==> src/rtl/sir_master.sv <==
// sir_master: single-transaction initiator for the Sir register bus (host command in, Sir strobes out).
// Build option: define SIR_MASTER_TIMEOUT_EN to wait up to TIMEOUT cycles for SirDack; otherwise WAIT is one cycle.
module sir_master #(
    parameter int unsigned          ADDRWIDTH = 8,
    parameter int unsigned          DATAWIDTH = 32,
    parameter int unsigned          TIMEOUT   = 16,
    parameter logic [DATAWIDTH-1:0] ERRVALUE  = {DATAWIDTH{1'b0}}
) (
    input  logic                 clk,
    input  logic                 rst,
    input  logic                 HostReq,
    input  logic                 HostWr,
    input  logic [ADDRWIDTH-1:0] HostAddr,
    input  logic [DATAWIDTH-1:0] HostWdat,
    output logic                 HostBusy,
    output logic                 HostAck,
    output logic                 HostErr,
    output logic [DATAWIDTH-1:0] HostRdat,
    output logic                 SirSel,
    output logic                 SirRead,
    output logic                 SirWrite,
    output logic [ADDRWIDTH-1:0] SirAddr,
    output logic [DATAWIDTH-1:0] SirWdat,
    input  logic                 SirDack,
    input  logic [DATAWIDTH-1:0] SirRdat
);

    localparam logic [1:0] IDLE = 2'd0;
    localparam logic [1:0] SEL  = 2'd1;
    localparam logic [1:0] WAIT = 2'd2;
    localparam logic [1:0] DONE = 2'd3;

    localparam int unsigned CNTW = 8;

    logic [1:0]           state, state_nx;
    logic                 wr_q, wr_nx;
    logic                 busy_nx, ack_nx, err_nx;
    logic                 sel_nx, read_nx, write_nx;
    logic [DATAWIDTH-1:0] rdat_nx, wdat_nx;
    logic [ADDRWIDTH-1:0] addr_nx;
    logic                 expire;

`ifdef SIR_MASTER_TIMEOUT_EN
    logic [CNTW-1:0] cnt;

    // Last WAIT cycle is the one where the counter is about to reach TIMEOUT.
    assign expire = (cnt == CNTW'(TIMEOUT - 1));

    always_ff @(posedge clk or posedge rst) begin
        if (rst) begin
            cnt <= '0;
        end else if (state != WAIT) begin
            cnt <= '0;
        end else if (cnt != CNTW'(TIMEOUT)) begin
            cnt <= cnt + CNTW'(1);
        end
    end
`else
    // Fixed one-cycle slaves: WAIT always ends after its first cycle.
    logic unused_timeout;
    assign unused_timeout = ^TIMEOUT;
    assign expire         = 1'b1;
`endif

    always_ff @(posedge clk or posedge rst) begin
        if (rst) begin
            state    <= IDLE;
            wr_q     <= 1'b0;
            HostBusy <= 1'b0;
            HostAck  <= 1'b0;
            HostErr  <= 1'b0;
            HostRdat <= '0;
            SirSel   <= 1'b0;
            SirRead  <= 1'b0;
            SirWrite <= 1'b0;
            SirAddr  <= '0;
            SirWdat  <= '0;
        end else begin
            state    <= state_nx;
            wr_q     <= wr_nx;
            HostBusy <= busy_nx;
            HostAck  <= ack_nx;
            HostErr  <= err_nx;
            HostRdat <= rdat_nx;
            SirSel   <= sel_nx;
            SirRead  <= read_nx;
            SirWrite <= write_nx;
            SirAddr  <= addr_nx;
            SirWdat  <= wdat_nx;
        end
    end

    // Next state and next registered outputs; strobes and host response default low.
    always_comb begin
        state_nx = state;
        wr_nx    = wr_q;
        ack_nx   = 1'b0;
        err_nx   = 1'b0;
        rdat_nx  = '0;
        sel_nx   = 1'b0;
        read_nx  = 1'b0;
        write_nx = 1'b0;
        addr_nx  = SirAddr;
        wdat_nx  = SirWdat;

        case (state)
            IDLE: begin
                if (HostReq) begin
                    state_nx = SEL;
                    wr_nx    = HostWr;
                    sel_nx   = 1'b1;
                    read_nx  = ~HostWr;
                    write_nx = HostWr;
                    addr_nx  = HostAddr;
                    wdat_nx  = HostWr ? HostWdat : '0;
                end
            end
            SEL: begin
                // Any SirDack now belongs to an earlier cycle and is ignored.
                state_nx = WAIT;
            end
            WAIT: begin
                if (SirDack) begin
                    state_nx = DONE;
                    ack_nx   = 1'b1;
                    rdat_nx  = wr_q ? '0 : SirRdat;
                    addr_nx  = '0;
                    wdat_nx  = '0;
                end else if (expire) begin
                    state_nx = DONE;
                    ack_nx   = 1'b1;
                    err_nx   = 1'b1;
                    rdat_nx  = wr_q ? '0 : ERRVALUE;
                    addr_nx  = '0;
                    wdat_nx  = '0;
                end
            end
            DONE: begin
                state_nx = IDLE;
            end
            default: begin
                state_nx = IDLE;
            end
        endcase

        busy_nx = (state_nx != IDLE);
    end

endmodule

==> config.mk <==
export PLATFORM = sky130hd
export DESIGN_NAME = sir_master
export DESIGN_NICKNAME = d
export VERILOG_FILES = /design/src/rtl/sir_master.sv
export SDC_FILE = /design/constraint.sdc
export NUM_CORES = 1
export LEC_CHECK = 0
export BUFFER_PORTS_ARGS = -buffer_cell sky130_fd_sc_hd__buf_2
export CORE_ASPECT_RATIO = 1.5
export CORE_MARGIN = 3
export CORE_UTILIZATION = 46
export DETAILED_ROUTE_END_ITERATION = 8
export GPL_TIMING_DRIVEN = 1
export PLACE_DENSITY = 0.82
export SLEW_MARGIN = 40
export SYNTH_ARGS = -nofsm -noshare
export SYNTH_HDL_FRONTEND = slang
export SYNTH_SLANG_ARGS = --single-unit
==> constraint.sdc <==
create_clock -name clk -period 2.45 [get_ports clk]
set_input_delay 0.1225 -clock clk [delete_from_list [all_inputs] [get_ports clk]]
set_output_delay 0.1225 -clock clk [all_outputs]
set_load 0.005 [all_outputs]
Yosys cells after proc, flatten, opt, wreduce, memory -nomap -nowiden
Index checks and enable logic that the tools add are counted.
{"block": "totals", "output_inout_bits": 78, "elab_cells": 40, "in_bits": 77, "regBits": 81}
{"block": "op_classes", "n_eq_ne": 4, "bitwise_logic": 1, "reduce_logical": 5, "muxes": 19}
{"cell": "$mux W32", "n": 5}
{"cell": "$pmux W32 S2", "n": 1}
{"cell": "$pmux W8 S2", "n": 1}
{"cell": "$mux W1", "n": 9}
{"cell": "$mux W8", "n": 1}
{"cell": "$pmux W2 S4", "n": 1}
{"cell": "$eq A2 B2 Y1 const B", "n": 2}
{"cell": "$reduce_and A2 Y1", "n": 2}
{"cell": "$reduce_bool A2 Y1", "n": 2}
{"cell": "$eq A2 B1 Y1 const B", "n": 1}
{"cell": "$logic_not A2 Y1", "n": 1}
{"cell": "$mux W2", "n": 1}
{"cell": "$ne A2 B2 Y1 const B", "n": 1}
{"cell": "$not A1 Y1", "n": 1}

Longest topological paths before layout
Gate-level depths: netlist of run 1.
{"block": "depth", "ltp_word": 3, "ltp_mapped": 6, "ltp_nobuf": 4}

Worst setup path after synthesis of run 1
OpenSTA, ideal clock, no wires.
{"block": "synth_path", "path_type": "register to register", "startpoint": "reg state[0]", "endpoint": "reg SirWdat[0]", "n_path_buf": 2, "arrival_time_ns": 1.536, "setup_slack_ns": 0.788, "stages_incl_launch_ff": 7, "synth_period_minus_slack_ns": 1.662, "setup_time_ns": 0.125, "t_required_ns": 2.325, "path_cell_list": "dfrtp_1 > inv_1 > ha_1 > buf_6 > mux2_4 > buf_12 > mux2_4"}
{"block": "synth_via", "elab_chain_cells": 3, "elab_cells_between_ends": 6, "cone_classes": "2 x eq/ne; 1 x mux; 3 x reduce/logical"}
{"item": "from (decl)", "line_no": "35", "rtl": "logic [1:0] state, state_nx;"}
{"item": "from (signal assigned)", "line_no": "79", "rtl": "state <= state_nx;"}
{"item": "$eq A2 B2 Y1 / $logic_not A2 Y1 (equally long branches)", "line_no": "106", "rtl": "case (state)"}
{"item": "$reduce_bool A2 Y1 (no line) / $ne A2 B2 Y1 (equally long branches)"}
{"item": "$reduce_and A2 Y1 (no line)"}
{"item": "to (signal assigned)", "line_no": "89", "rtl": "SirWdat <= wdat_nx;"}
{"item": "to (decl)", "line_no": "23", "rtl": "output logic [DATAWIDTH-1:0] SirWdat,"}
Several ways; a longest one is shown, not always the timed one.
A chain may end at the register's enable or synchronous reset.

Worst setup path in the final report of run 1
{"block": "layout_path", "startpoint": "reg state[0]", "endpoint": "reg SirWdat[17]"}
Same word-level chain as after synthesis.

==> results of run 1 <==
-- worst paths after layout --
kind,start,endpoint,slack (ns),cells after the start
worst max register to register,state[0],SirWdat[17],0.48,4
worst min register to register,SirWdat[0],SirWdat[0],0.51,1
min in group asynchronous,rst,SirWdat[31],0.39,4
worst min-delay path,HostAddr[3],SirAddr[3],0.02,2
max in group asynchronous,rst,HostRdat[13],1.70,4
worst max-delay path,state[0],SirWdat[17],0.48,4
-- layer usage --
layer,share of wire (%),global-route usage (%)
met2,53,34.1
met4,1.7,6.18
met1,37,21.7
met5,0,0
met3,8.5,7.74
-- synthesized netlist by cell type, types with 2 or more instances --
cell type  number  area share [%]
mux2_4         31              14
dfrtp_1        81              61
mux2_2          2            0.67
clkbuf_1       10             1.1
and3b_1        33             8.6
a22o_1          7             1.8
inv_1           4            0.45
and2_1         31             5.8
buf_12          3             1.8
nor2_1          3            0.34
ha_1            4             1.5
-- placed cells by master, fill, tap and decap left out, types with 2 or more instances in the layout --
cell type / n
and2_1: 31
mux2_2: 2
dfrtp_1: 81
and3b_1: 33
a22o_1: 7
buf_4: 2
ha_1: 4
mux2_4: 31
clkinv_2: 3
nor2_1: 3
inv_1: 3
clkbuf_8: 10
dlygate4sd3_1: 39
buf_2: 154
clkinvlp_4: 2
-- cell families after synthesis --
kind of cell    after synthesis  share of synthesized area, %
compound gates               10                          2.51
buf+inv                      18                          3.71
simple gates                 76                          16.8
fa+ha+maj                     4                          1.50
mux                          34                          14.9
flops                        81                          60.6
-- what timing repair did --
| action | in CTS | in global routing |
|---|---|---|
| resized for setup | 0 | 0 |
| hold endpoints to repair | 119 | 0 |
| endpoints found under the setup margin | 0 | 0 |
| hold buffers | 39 | 0 |
-- critical path, cell delays in order, from the launching register on --
cell     delay, ns
dfrtp_1       0.38
inv_1         0.13
ha_1          0.34
mux2_4        0.62
mux2_2        0.40
-- flip-flops by register name, summed over array words and instances (netlist names) --
name	count
HostAck	1
SirWdat	32
HostErr	1
SirSel	1
HostRdat	32
wr_q	1
SirAddr	8
SirWrite	1
HostBusy	1
SirRead	1
state	2
-- through the flow --
step / total power (W) / hold WS [ns]
after detailed placement: 0.00356 / 0.240
after global placement: 0.00348 / 0.235
final: 0.00452 / 0.0204
after global routing: 0.00481 / 0.00666
after CTS: 0.00456 / 0.00302
after floorplan: 0.00313 / 0.188
-- power groups by stage --
stage / combinational [W] / sequential, W / clock, W
floorplan: 0.00126 / 0.00188 / 0
global placement: 0.00163 / 0.00184 / 0
detailed placement: 0.00169 / 0.00186 / 0
CTS: 0.00175 / 0.00184 / 0.000978
global route: 0.00190 / 0.00188 / 0.00104
finish: 0.00174 / 0.00184 / 0.000949
-- cell type report --
| class | count | area share, % |
|---|---|---|
| tap | 78 | 2.07 |
| clock buffer | 11 | 2.99 |
| timing repair buffer | 196 | 25.3 |
| clock inverter | 5 | 1.16 |
| multi-input combinational | 124 | 25.2 |
| sequential | 81 | 42.9 |
| inverter | 4 | 0.344 |
==> results.md, run 1 <==
Logic synthesis:
- The average instance area after synthesis is 15.0 um2.
- The async set-or-reset flop fraction in the synthesized netlist is 100%.
- The number of synthesis warnings is 0.
- The cell area that synthesis handed to floorplanning was 3340 um2.
- The count of unique library cells instantiated by Yosys is 25.
- The most used flip-flop cell after synthesis is dfrtp_1.
- The number of enable flip-flop cells after synthesis is 0.
- Synthesis produced a netlist with a net count of 304.
- The share of the Yosys chip area taken by registers is 60.6%.
- Counting flops and latches in the post-synthesis netlist gives 81.
- The synthesized netlist cell count is 223.

Layout:
- The number of fillers in the final layout is 497.
- Registers take 2030 um2.
- The total number of nets in the final design is 497.
- The post-layout utilization of the core is 68.1%.
- The area occupied by multi-input gates is 1190 um2.
- In the final layout, the share of cells above drive strength 1 is 49.6%.
- 0 antenna diodes ended up in the layout.
- The count of cells in the finished layout, fillers not included, comes to 499.
- Relative to the synthesized area, the layout overhead comes to 41.4%.
- The finished cells cover 4730 um2.

Timing:
- Setup repair after global routing left no endpoint under its margin.
- The final count of negative-setup-slack endpoints is 0.
- On the final layout, the worst clock skew is 0.0126 ns.
- The minimum period implied by the final worst setup slack is 1.97 ns.
- The worst max-slew margin expressed relative to the limit is 57.3%.
- The upper clock frequency limit is 508 MHz.
- For the pin with the worst max-slew slack, the measured transition is 0.623 ns.
- The number of hold violations in the final report is 0.
- The number of pins exceeding their max-slew limit in the final report was 0.
- The post-route worst setup slack is 0.483 ns.
- The aggregate negative setup slack is 0 ns.
- The final cycle utilization of the critical path is 80.3%.

Global routing:
- The residual overflow from global routing is 0.
- The initial antenna violation count is 0.
- The via count of the first global-routing pass is 2597.
- The overall track demand over capacity in global routing is 19.8%.
- The maximum number of pins on one net before global-route repair is 82.
- The wire length of the first global-routing pass is 12.5 mm.

Drt:
- For this block, the initial DRC count from the detailed router was 104.
- After detailed routing, the number of remaining DRC violations is 0.
- The number of routed nets with antenna violations is 0.
- Wires add up to 7.94 mm.
- The via count normalized by instance count is 4.90.
- For this run, the detailed router's first-pass iteration total came to 4.
- The vias after detailed routing is 2443.
- Dividing the detail-routed wire length by the instance count gives 15.9 um.

Power and ir drop:
- The maximum vdd ir drop is 0.000666 V.
- The static leakage power is 2.74 nW.
- Per report_power, the sequential group accounts for 40.6% of the total.
- The net switching fraction of the power is 30.0%.
- Dividing total power by cell area gives a power density of 957 nW/um2.
- Of the total power, combinational logic draws 38.4%.
- The total internal power is 0.00317 W.
- In this run the power spent charging and discharging nets is 0.00136 W.
- Per report_power, the clock group accounts for 21.0% of the total.

Clock network:
- The number of buffers created by CTS is 9.
- The clock transition at the registers of the reported paths is 0.08 ns.
- The post-CTS setup buffer count is 0.
- The tree is rooted in a clkbuf_8.
- The H-tree depth is 3.
- TritonCTS built the clock tree.
- The number of sinks handled by clock tree synthesis is 81.
- The buffer levels on the longest clock path is 2.
- At the later pin of the worst-skew pair, clock insertion delay measures 0.35 ns.

Critical path:
- Data arrives at the worst endpoint at 2.20 ns.
- The data required time of the worst path is 2.69 ns.
- The setup path with the least slack is of type register to register.
- Of all nets on the critical path, the largest fanout is 32.
- The critical path launch point type is a register.
- The capturing element type of the critical path is a register.

Min path:
- The worst min-delay path category is input pin to register.

Die:
- The effective utilization at floorplan is 48.1%.
- The core region is 6940 um2.
- The die area is 8350 um2.
- The horizontal die dimension is 75.6 um.
- The number of top-level pins is 155.
- After floorplanning, the core was divided into 37 placement rows.
- The height of the die is 110 um.

Placement:
- Routability-driven placement finished with a final weighted congestion of 0.721.
- Summing all placed instances gives a cell area of 4140 um2.
- The pre-CTS setup slack is 0.480 ns.
- Input and output buffers added on the ports amount to 154.
- Once detailed placement completed, the half-perimeter wirelength came to 5.26 mm.
- The cell count after placement is 444.

Run:
- Across the run, the number of max-cap violations was 0.

Status:
- The flow ran to the end, and the final reports show no timing, DRC or antenna violations.
Power figures use the tool's default switching activity.
==> run 2: changes to the inputs <==
- ABC_AREA: default -> 1
- CORE_UTILIZATION: 46 -> 42
- PLACE_DENSITY: 0.82 -> 0.79
- clock period: 2.45 -> 1.7 ns (I/O delays scaled with it)
==> run 2 against run 1 <==
Worst setup slack worse by 0.21 ns; synthesized area is 2.4% lower; global-route usage up 1.3 points; utilization down 3.0 points.
==> results.md, run 2 <==
Global routing:
- The overall track demand over capacity in global routing was 21.1% (was 19.8%).
- The routing layer with the top usage in global route is met2 (unchanged).
- The met3 track demand over resource is 4.98% (was 7.74%).
- The maximum number of pins on one net before global-route repair was 35 (was 82).
- The via count of the first global-routing pass was 3229 (was 2597).
- The global routing met1 resource utilization was 22.4% (was 21.7%).
- The met2 track demand over resource in global routing is 38.7% (was 34.1%).
- The initial antenna violation count is 0 (unchanged).
- The residual overflow from global routing is 0 (unchanged).
- The wire length of the first global-routing pass is 14.7 mm (was 12.5 mm).

Critical path:
- The data arrival time of the critical path is 1.70 ns (was 2.20 ns).
- The critical path launch point type is a register (unchanged).
- The longest individual stage delay on the worst path is 0.39 ns (was 0.62 ns).
- The capturing element type of the critical path is a register (unchanged).
- The data required time of the worst path is 1.97 ns (was 2.69 ns).
- Cells along the critical path: inv_1 -> ha_1 -> inv_1 -> nand2_1 -> buf_4 -> nand3_1 -> nand2_1 (was inv_1 -> ha_1 -> mux2_4 -> mux2_2).
- The class of the most critical setup path is register to register (unchanged).
- The critical-path cell with the highest stage delay is dfrtp_1 (was mux2_4).
- The gate family responsible for the most delay along the worst path is buffers and inverters (was multiplexers).
- The maximum fanout encountered on the critical timing path is 22 (was 32).
- The sum of buffers and inverters on the critical path is 3 (was 1).

Placement:
- The placer congestion estimate is 0.762 (was 0.721).
- The number of buffers inserted by port buffering is 154 (unchanged).
- The sum of net half-perimeters after detailed placement came to 6.06 mm (was 5.26 mm).

Run:
- The max-cap check violation count came to 0 (unchanged).

Logic synthesis:
- Biggest area contributors in the synthesized netlist: dfrtp_1 62%, nand2_1 13%, nor2_1 7.7% (was dfrtp_1 61%, mux2_4 14%, and3b_1 8.6%).
- The synthesized flop and latch total is 81 (unchanged).
- The average instance area after synthesis came to 8.63 um2 (was 15.0 um2).
- The share of the synthesized area in the top cell type was 62.1% (was 60.6%).
- The leading area contributor after synthesis is dfrtp_1 (unchanged).
- The number of enable flip-flop cells after synthesis is 0 (unchanged).
- The net count after synthesis is 459 (was 304).
- The async set-or-reset flop fraction in the synthesized netlist is 100% (unchanged).
- Top cells by count, synth: 115 x nand2_1, 81 x dfrtp_1, 67 x nor2_1 (was 81 x dfrtp_1, 33 x and3b_1, 31 x and2_1, 31 x mux2_4, 10 x clkbuf_1).
- The area of the mapped netlist was 3260 um2 (was 3340 um2).
- The count of unique library cells instantiated by Yosys is 12 (was 25).
- The synthesized netlist cell count was 378 (was 223).
- The number of synthesis warnings is 0 (unchanged).
- The cell with the most instances after synthesis is nand2_1 (was dfrtp_1).
- The sequential element share of the synthesized area is 62.1% (was 60.6%).
- The main flop type after synthesis is dfrtp_1 (unchanged).

Power and ir drop:
- The final total power is 0.00626 W (was 0.00452 W).
- The maximum vdd ir drop is 0.000831 V (was 0.000666 V).
- The power density normalized to cell area is 1310 nW/um2 (was 957 nW/um2).
- The static leakage power is 2.96 nW (was 2.74 nW).

Timing:
- The transition at the pin with the smallest max-transition slack is 0.589 ns (was 0.623 ns).
- The minimum period implied by the final worst setup slack is 1.42 ns (was 1.97 ns).
- The number of hold violations in the final report is 0 (unchanged).
- The final count of negative-setup-slack endpoints is 0 (unchanged).
- The final cycle utilization of the critical path was 83.8% (was 80.3%).
- The hold slack was 0.0434 ns (was 0.0204 ns).
- The worst max-slew margin expressed relative to the limit was 60.7% (was 57.3%).
- The upper clock frequency limit came to 702 MHz (was 508 MHz).
- The aggregate negative setup slack was 0 ns (unchanged).
- Unrepaired setup endpoints after global routing: no (unchanged).
- The setup clock skew after layout came to 0.00967 ns (was 0.0126 ns).
- The number of pins exceeding their max-slew limit in the final report is 0 (unchanged).

Clock network:
- The H-tree depth was 3 (unchanged).
- The buffer levels on the longest clock path is 2 (unchanged).
- The number of sinks handled by clock tree synthesis is 81 (unchanged).
- The buffer type at the clock tree root is clkbuf_8 (unchanged).
- The clock transition at the registers of the reported paths came to 0.09 ns (was 0.08 ns).
- The clock network latency to the later pin of the worst-skew pair is 0.34 ns (was 0.35 ns).
- The CTS tree is built (unchanged).
- The number of buffers created by CTS is 9 (unchanged).

Layout:
- The most common library cell in the layout ignoring fill and taps is buf_2 (unchanged).
- The area growth from synthesis to layout is 47.0% (was 41.4%).
- The share of final-layout standard cells stronger than drive strength 1 is 31.8% (was 49.6%).
- The number of antenna diodes is 0 (unchanged).
- Most frequent cells in the layout: 154 x buf_2, 115 x nand2_1, 81 x dfrtp_1 (was 154 x buf_2, 81 x dfrtp_1, 39 x dlygate4sd3_1).
- The number of fillers in the final layout is 622 (was 497).
- Largest registers: HostRdat (32), SirWdat (32), SirAddr (8) (unchanged).
- The total number of nets in the final design was 654 (was 497).

Die:
- The die area came to 8880 um2 (was 8350 um2).
- The horizontal die dimension was 78.0 um (was 75.6 um).
- The core footprint is 7370 um2 (was 6940 um2).
- The row count is 38 (was 37).
- The height of the die is 114 um (was 110 um).
- The effective utilization at floorplan came to 44.3% (was 48.1%).
- The number of top-level pins is 155 (unchanged).

Drt:
- The via count normalized by instance count came to 4.59 (was 4.90).
- The number of search-and-repair iterations in the first detailed-routing pass is 7 (was 4).
- The final wirelength was 9.03 mm (was 7.94 mm).
- The vias after detailed routing was 3115 (was 2443).
- The initial detailed-routing violation count is 163 (was 104).
- The remaining routing DRC violations is 0 (unchanged).
- The routed length per instance is 13.3 um (was 15.9 um).
- The number of routed nets with antenna violations is 0 (unchanged).

Min path:
- The worst min-delay path category was input pin to register (unchanged).

Status:
- Status: finished clean (unchanged).
[run 2: tightest hold or removal path, delay by kind of cell]
family	cells	cell delay, ns
simple gates	4	0.18
buf+inv	1	0.09
[run 2: metrics by stage]
| stage | setup WS (ns) | util, % | std cells | instance area, um2 |
|---|---|---|---|---|
| after global routing | 0.0753 | 65.0 | 678 | 4790 |
| final | 0.275 | 65.0 | 678 | 4790 |
| after global placement | 0.203 | 56.4 | 620 | 4160 |
| after detailed placement | 0.142 | 56.4 | 620 | 4160 |
| after floorplan | 0.414 | - | 378 | 3270 |
| after CTS | 0.128 | 64.9 | 678 | 4780 |
[run 2: final timing paths]
kind                        startpoint           to  slack [ns]  cells after the start
hold reg to reg             SirWdat[4]   SirWdat[4]        0.51                      2
max in group asynchronous          rst  SirWdat[13]        0.77                      4
hold / removal             HostWdat[2]   SirWdat[2]        0.04                      5
setup reg to reg              state[0]  SirWdat[13]        0.28                      7
setup / recovery              state[0]  SirWdat[13]        0.28                      7
min in group asynchronous          rst      HostErr        0.30                      3
[run 2: cell type report]
type	instances	area [um2]	share of cell area [%]
Tap cell	100	125	2.61
Sequential cell	81	2030	42.3
Inverter	41	158	3.29
Clock buffer	11	151	3.16
Timing Repair Buffer	206	1290	26.9
Multi-Input combinational cell	234	987	20.6
Clock inverter	5	53.8	1.12
[run 2: timing repair]
action	CTS	global route
hold buffers	42	0
resized for setup	0	2
setup buffers	0	0
setup endpoints to repair	0	35
hold endpoints to repair	56	0
[run 2: logic make-up after synthesis]
logic type	Yosys count	synth area share (%)
AO/OA/AOI/OAI	2	0.307
adder cells (fa/ha/maj)	4	1.53
buffers and inverters	63	7.90
flip-flops	81	62.1
AND/OR/NAND/NOR	228	28.1
[run 2: layer usage]
layer | share of wire (%) | vias up
met5 | 0 | -
met4 | 3.0 | 0
met3 | 6.4 | 26
met2 | 54 | 124
met1 | 36 | 1450
li1 | - | 1515
[run 2: power breakdown]
part / switching [W] / internal, W
registers: 0.000223 / 0.00238
logic: 0.00135 / 0.000887
clock network: 0.000663 / 0.000754
total: 0.00224 / 0.00402
==> run 3: changes to the inputs <==
- clock period: 1.7 -> 1.2 ns (I/O delays scaled with it)
==> run 3 against run 2 <==
The run now ends with negative setup slack left; hold slack worse by 0.037 ns; worst setup slack worse by 0.41 ns; combinational power grew 130%; non-clock buffer count grew 33; routed wire length rose by 25%; cell count grew 4.9%; utilization is 12 points higher; register-to-register slack worse by 0.41 ns; fmax up 6.7%.
==> results.md, run 3 (synthesis gave the netlist of run 2 again) <==
Status:
- Status: finished, violations left (was finished clean).
- The final reports fail on negative setup slack.

Die:
- The height of the die came to 114 um (unchanged).
- The row count came to 38 (unchanged).
- The core footprint is 7370 um2 (unchanged).
- The effective utilization at floorplan is 44.3% (unchanged).
- The number of top-level pins is 155 (unchanged).
- The die area is 8880 um2 (unchanged).
- The horizontal die dimension is 78.0 um (unchanged).

Timing:
- The setup clock skew after layout was 0.00539 ns (was 0.00967 ns).
- The transition at the pin with the smallest max-transition slack came to 0.420 ns (was 0.589 ns).
- The number of pins exceeding their max-slew limit in the final report came to 0 (unchanged).
- The post-route worst setup slack is -0.136 ns (was 0.275 ns).
- The hold slack is 0.00607 ns (was 0.0434 ns).
- The worst max-slew margin expressed relative to the limit is 72.0% (was 60.7%).
- The upper clock frequency limit came to 749 MHz (was 702 MHz).
- The aggregate negative setup slack is -6.86 ns (was 0 ns).
- Unrepaired setup endpoints after global routing: yes (was no).
- The final count of negative-setup-slack endpoints is 73 (was 0).
- The number of hold violations in the final report is 0 (unchanged).
- The minimum period implied by the final worst setup slack is 1.34 ns (was 1.42 ns).
- The final cycle utilization of the critical path came to 111% (was 83.8%).

Power and ir drop:
- The power density normalized to cell area was 2010 nW/um2 (was 1310 nW/um2).
- The maximum vdd ir drop is 0.00132 V (was 0.000831 V).
- The static leakage power is 3.22 nW (was 2.96 nW).

Global routing:
- The residual overflow from global routing was 0 (unchanged).
- The wire length of the first global-routing pass is 15.6 mm (was 14.7 mm).
- The maximum number of pins on one net before global-route repair is 82 (was 35).
- The initial antenna violation count is 0 (unchanged).
- The overall track demand over capacity in global routing is 22.8% (was 21.1%).
- The via count of the first global-routing pass is 3318 (was 3229).

Drt:
- The remaining routing DRC violations was 0 (unchanged).
- The final wirelength came to 11.3 mm (was 9.03 mm).
- The number of routed nets with antenna violations was 0 (unchanged).
- The via count normalized by instance count is 4.73 (was 4.59).
- The initial detailed-routing violation count is 218 (was 163).
- The number of search-and-repair iterations in the first detailed-routing pass is 4 (was 7).
- The vias after detailed routing is 3364 (was 3115).
- The routed length per instance is 15.8 um (was 13.3 um).

Clock network:
- The clock transition at the registers of the reported paths is 0.08 ns (was 0.09 ns).
- The number of sinks handled by clock tree synthesis is 81 (unchanged).
- The H-tree depth came to 3 (unchanged).
- The CTS tree is built (unchanged).
- The number of buffers created by CTS is 9 (unchanged).
- The buffer type at the clock tree root is clkbuf_8 (unchanged).
- The buffer levels on the longest clock path is 2 (unchanged).
- The clock network latency to the later pin of the worst-skew pair came to 0.37 ns (was 0.34 ns).

Placement:
- The cell count after placement came to 631 (was 620).
- The placer congestion estimate is 0.743 (was 0.762).
- The pre-CTS setup slack is -0.106 ns (was 0.142 ns).
- The sum of net half-perimeters after detailed placement is 6.02 mm (was 6.06 mm).
- The number of buffers inserted by port buffering is 154 (unchanged).

Layout:
- The number of fillers in the final layout came to 460 (was 622).
- Most frequent cells in the layout: 154 x buf_2, 111 x nand2_1, 81 x dfrtp_1 (was 154 x buf_2, 115 x nand2_1, 81 x dfrtp_1).
- The area occupied by registers is 2030 um2 (unchanged).
- The number of antenna diodes is 0 (unchanged).
- The share of final-layout standard cells stronger than drive strength 1 is 41.6% (was 31.8%).
- Largest registers: HostRdat (32), SirWdat (32), SirAddr (8) (unchanged).
- The number of non-filler instances in the completed layout was 711 (was 678).
- The area occupied by multi-input gates came to 1330 um2 (was 987 um2).
- The total number of nets in the final design is 687 (was 654).
- The area growth from synthesis to layout is 73.1% (was 47.0%).
- The most common library cell in the layout ignoring fill and taps is buf_2 (unchanged).

Critical path:
- The critical path launch point type is a register (unchanged).
- The capturing element type of the critical path is a register (unchanged).
- The maximum fanout encountered on the critical timing path is 6 (was 22).
- The data arrival time of the critical path is 1.60 ns (was 1.70 ns).
- The data required time of the worst path was 1.46 ns (was 1.97 ns).
- The class of the most critical setup path is register to register (unchanged).

Min path:
- The worst min-delay path category was input pin to register (unchanged).

Run:
- The max-cap check violation count is 0 (unchanged).
[run 3: cell types whose count changed in the layout (fill, tap and decap cells not counted), moves of 4 or more]
cell           before  now
ha_1                4    0
nor2_1             67   34
nand2_1           115  111
nor2_4              1   32
ha_4                0    4
inv_1              40   35
buf_6               0   10
dlygate4sd3_1      42   52
clkbuf_16           0    5
buf_12              2    6
[run 3: timing repair]
action	in CTS	in global routing
endpoints found under the hold margin	132	0
gates cloned	2	7
gates resized for setup	20	80
hold buffers	52	0
buffers inserted	2	2
pin swaps	1	6
setup endpoints to repair	57	75
[run 3: final cells by class]
class | instances | area share (%)
clock buffers | 11 | 2.50
repair buffers | 239 | 31.1
multi-input cells | 234 | 23.5
well taps | 100 | 2.22
flip-flops and latches | 81 | 35.9
clock inverters | 5 | 1.82
inverters | 41 | 2.88
[run 3: metrics by stage]
| step | utilization [%] | total power (W) | instance area, um2 |
|---|---|---|---|
| final | 76.6 | 0.0113 | 5650 |
| after global routing | 76.6 | 0.0119 | 5650 |
| after CTS | 70.6 | 0.0102 | 5200 |
| after detailed placement | 58.3 | 0.00725 | 4300 |
| after global placement | 58.3 | 0.00712 | 4300 |
| after floorplan | - | 0.00554 | 3270 |
[run 3: power breakdown]
part	total, W	internal, W	switching, W
sequential	0.00370	0.00337	0.000324
combinational	0.00518	0.00250	0.00268
clock	0.00246	0.00144	0.00102
total	0.0113	0.00731	0.00402
[run 3: worst max-delay path: stages (launching register included)]
cell	delay [ns]
dfrtp_1	0.40
inv_2	0.14
ha_4	0.18
inv_4	0.05
nand2_8	0.08
nand2_8	0.09
clkbuf_16	0.17
nand2_1	0.06
nand2_1	0.05
[run 3: worst paths after layout]
kind                           endpoint  cells after the start  slack, ns    startpoint
max in group asynchronous    SirWdat[9]                      4       0.51           rst
min                         SirWdat[10]                      5      0.006  HostWdat[10]
min in group asynchronous  HostRdat[10]                      4       0.38           rst
min reg2reg                 SirWdat[17]                      2       0.51   SirWdat[17]
max reg2reg                  SirWdat[6]                      8      -0.14      state[0]
max                          SirWdat[6]                      8      -0.14      state[0]
[run 3: per-layer routing]
layer  vias to the layer above  routed length [um]  GRT usage (%)
met4                         0                 442           13.3
met5                         -                   0              0
met3                        32                 672           5.29
li1                       1589                   -              -
met1                      1588                3980           24.1
met2                       155                6170           41.0
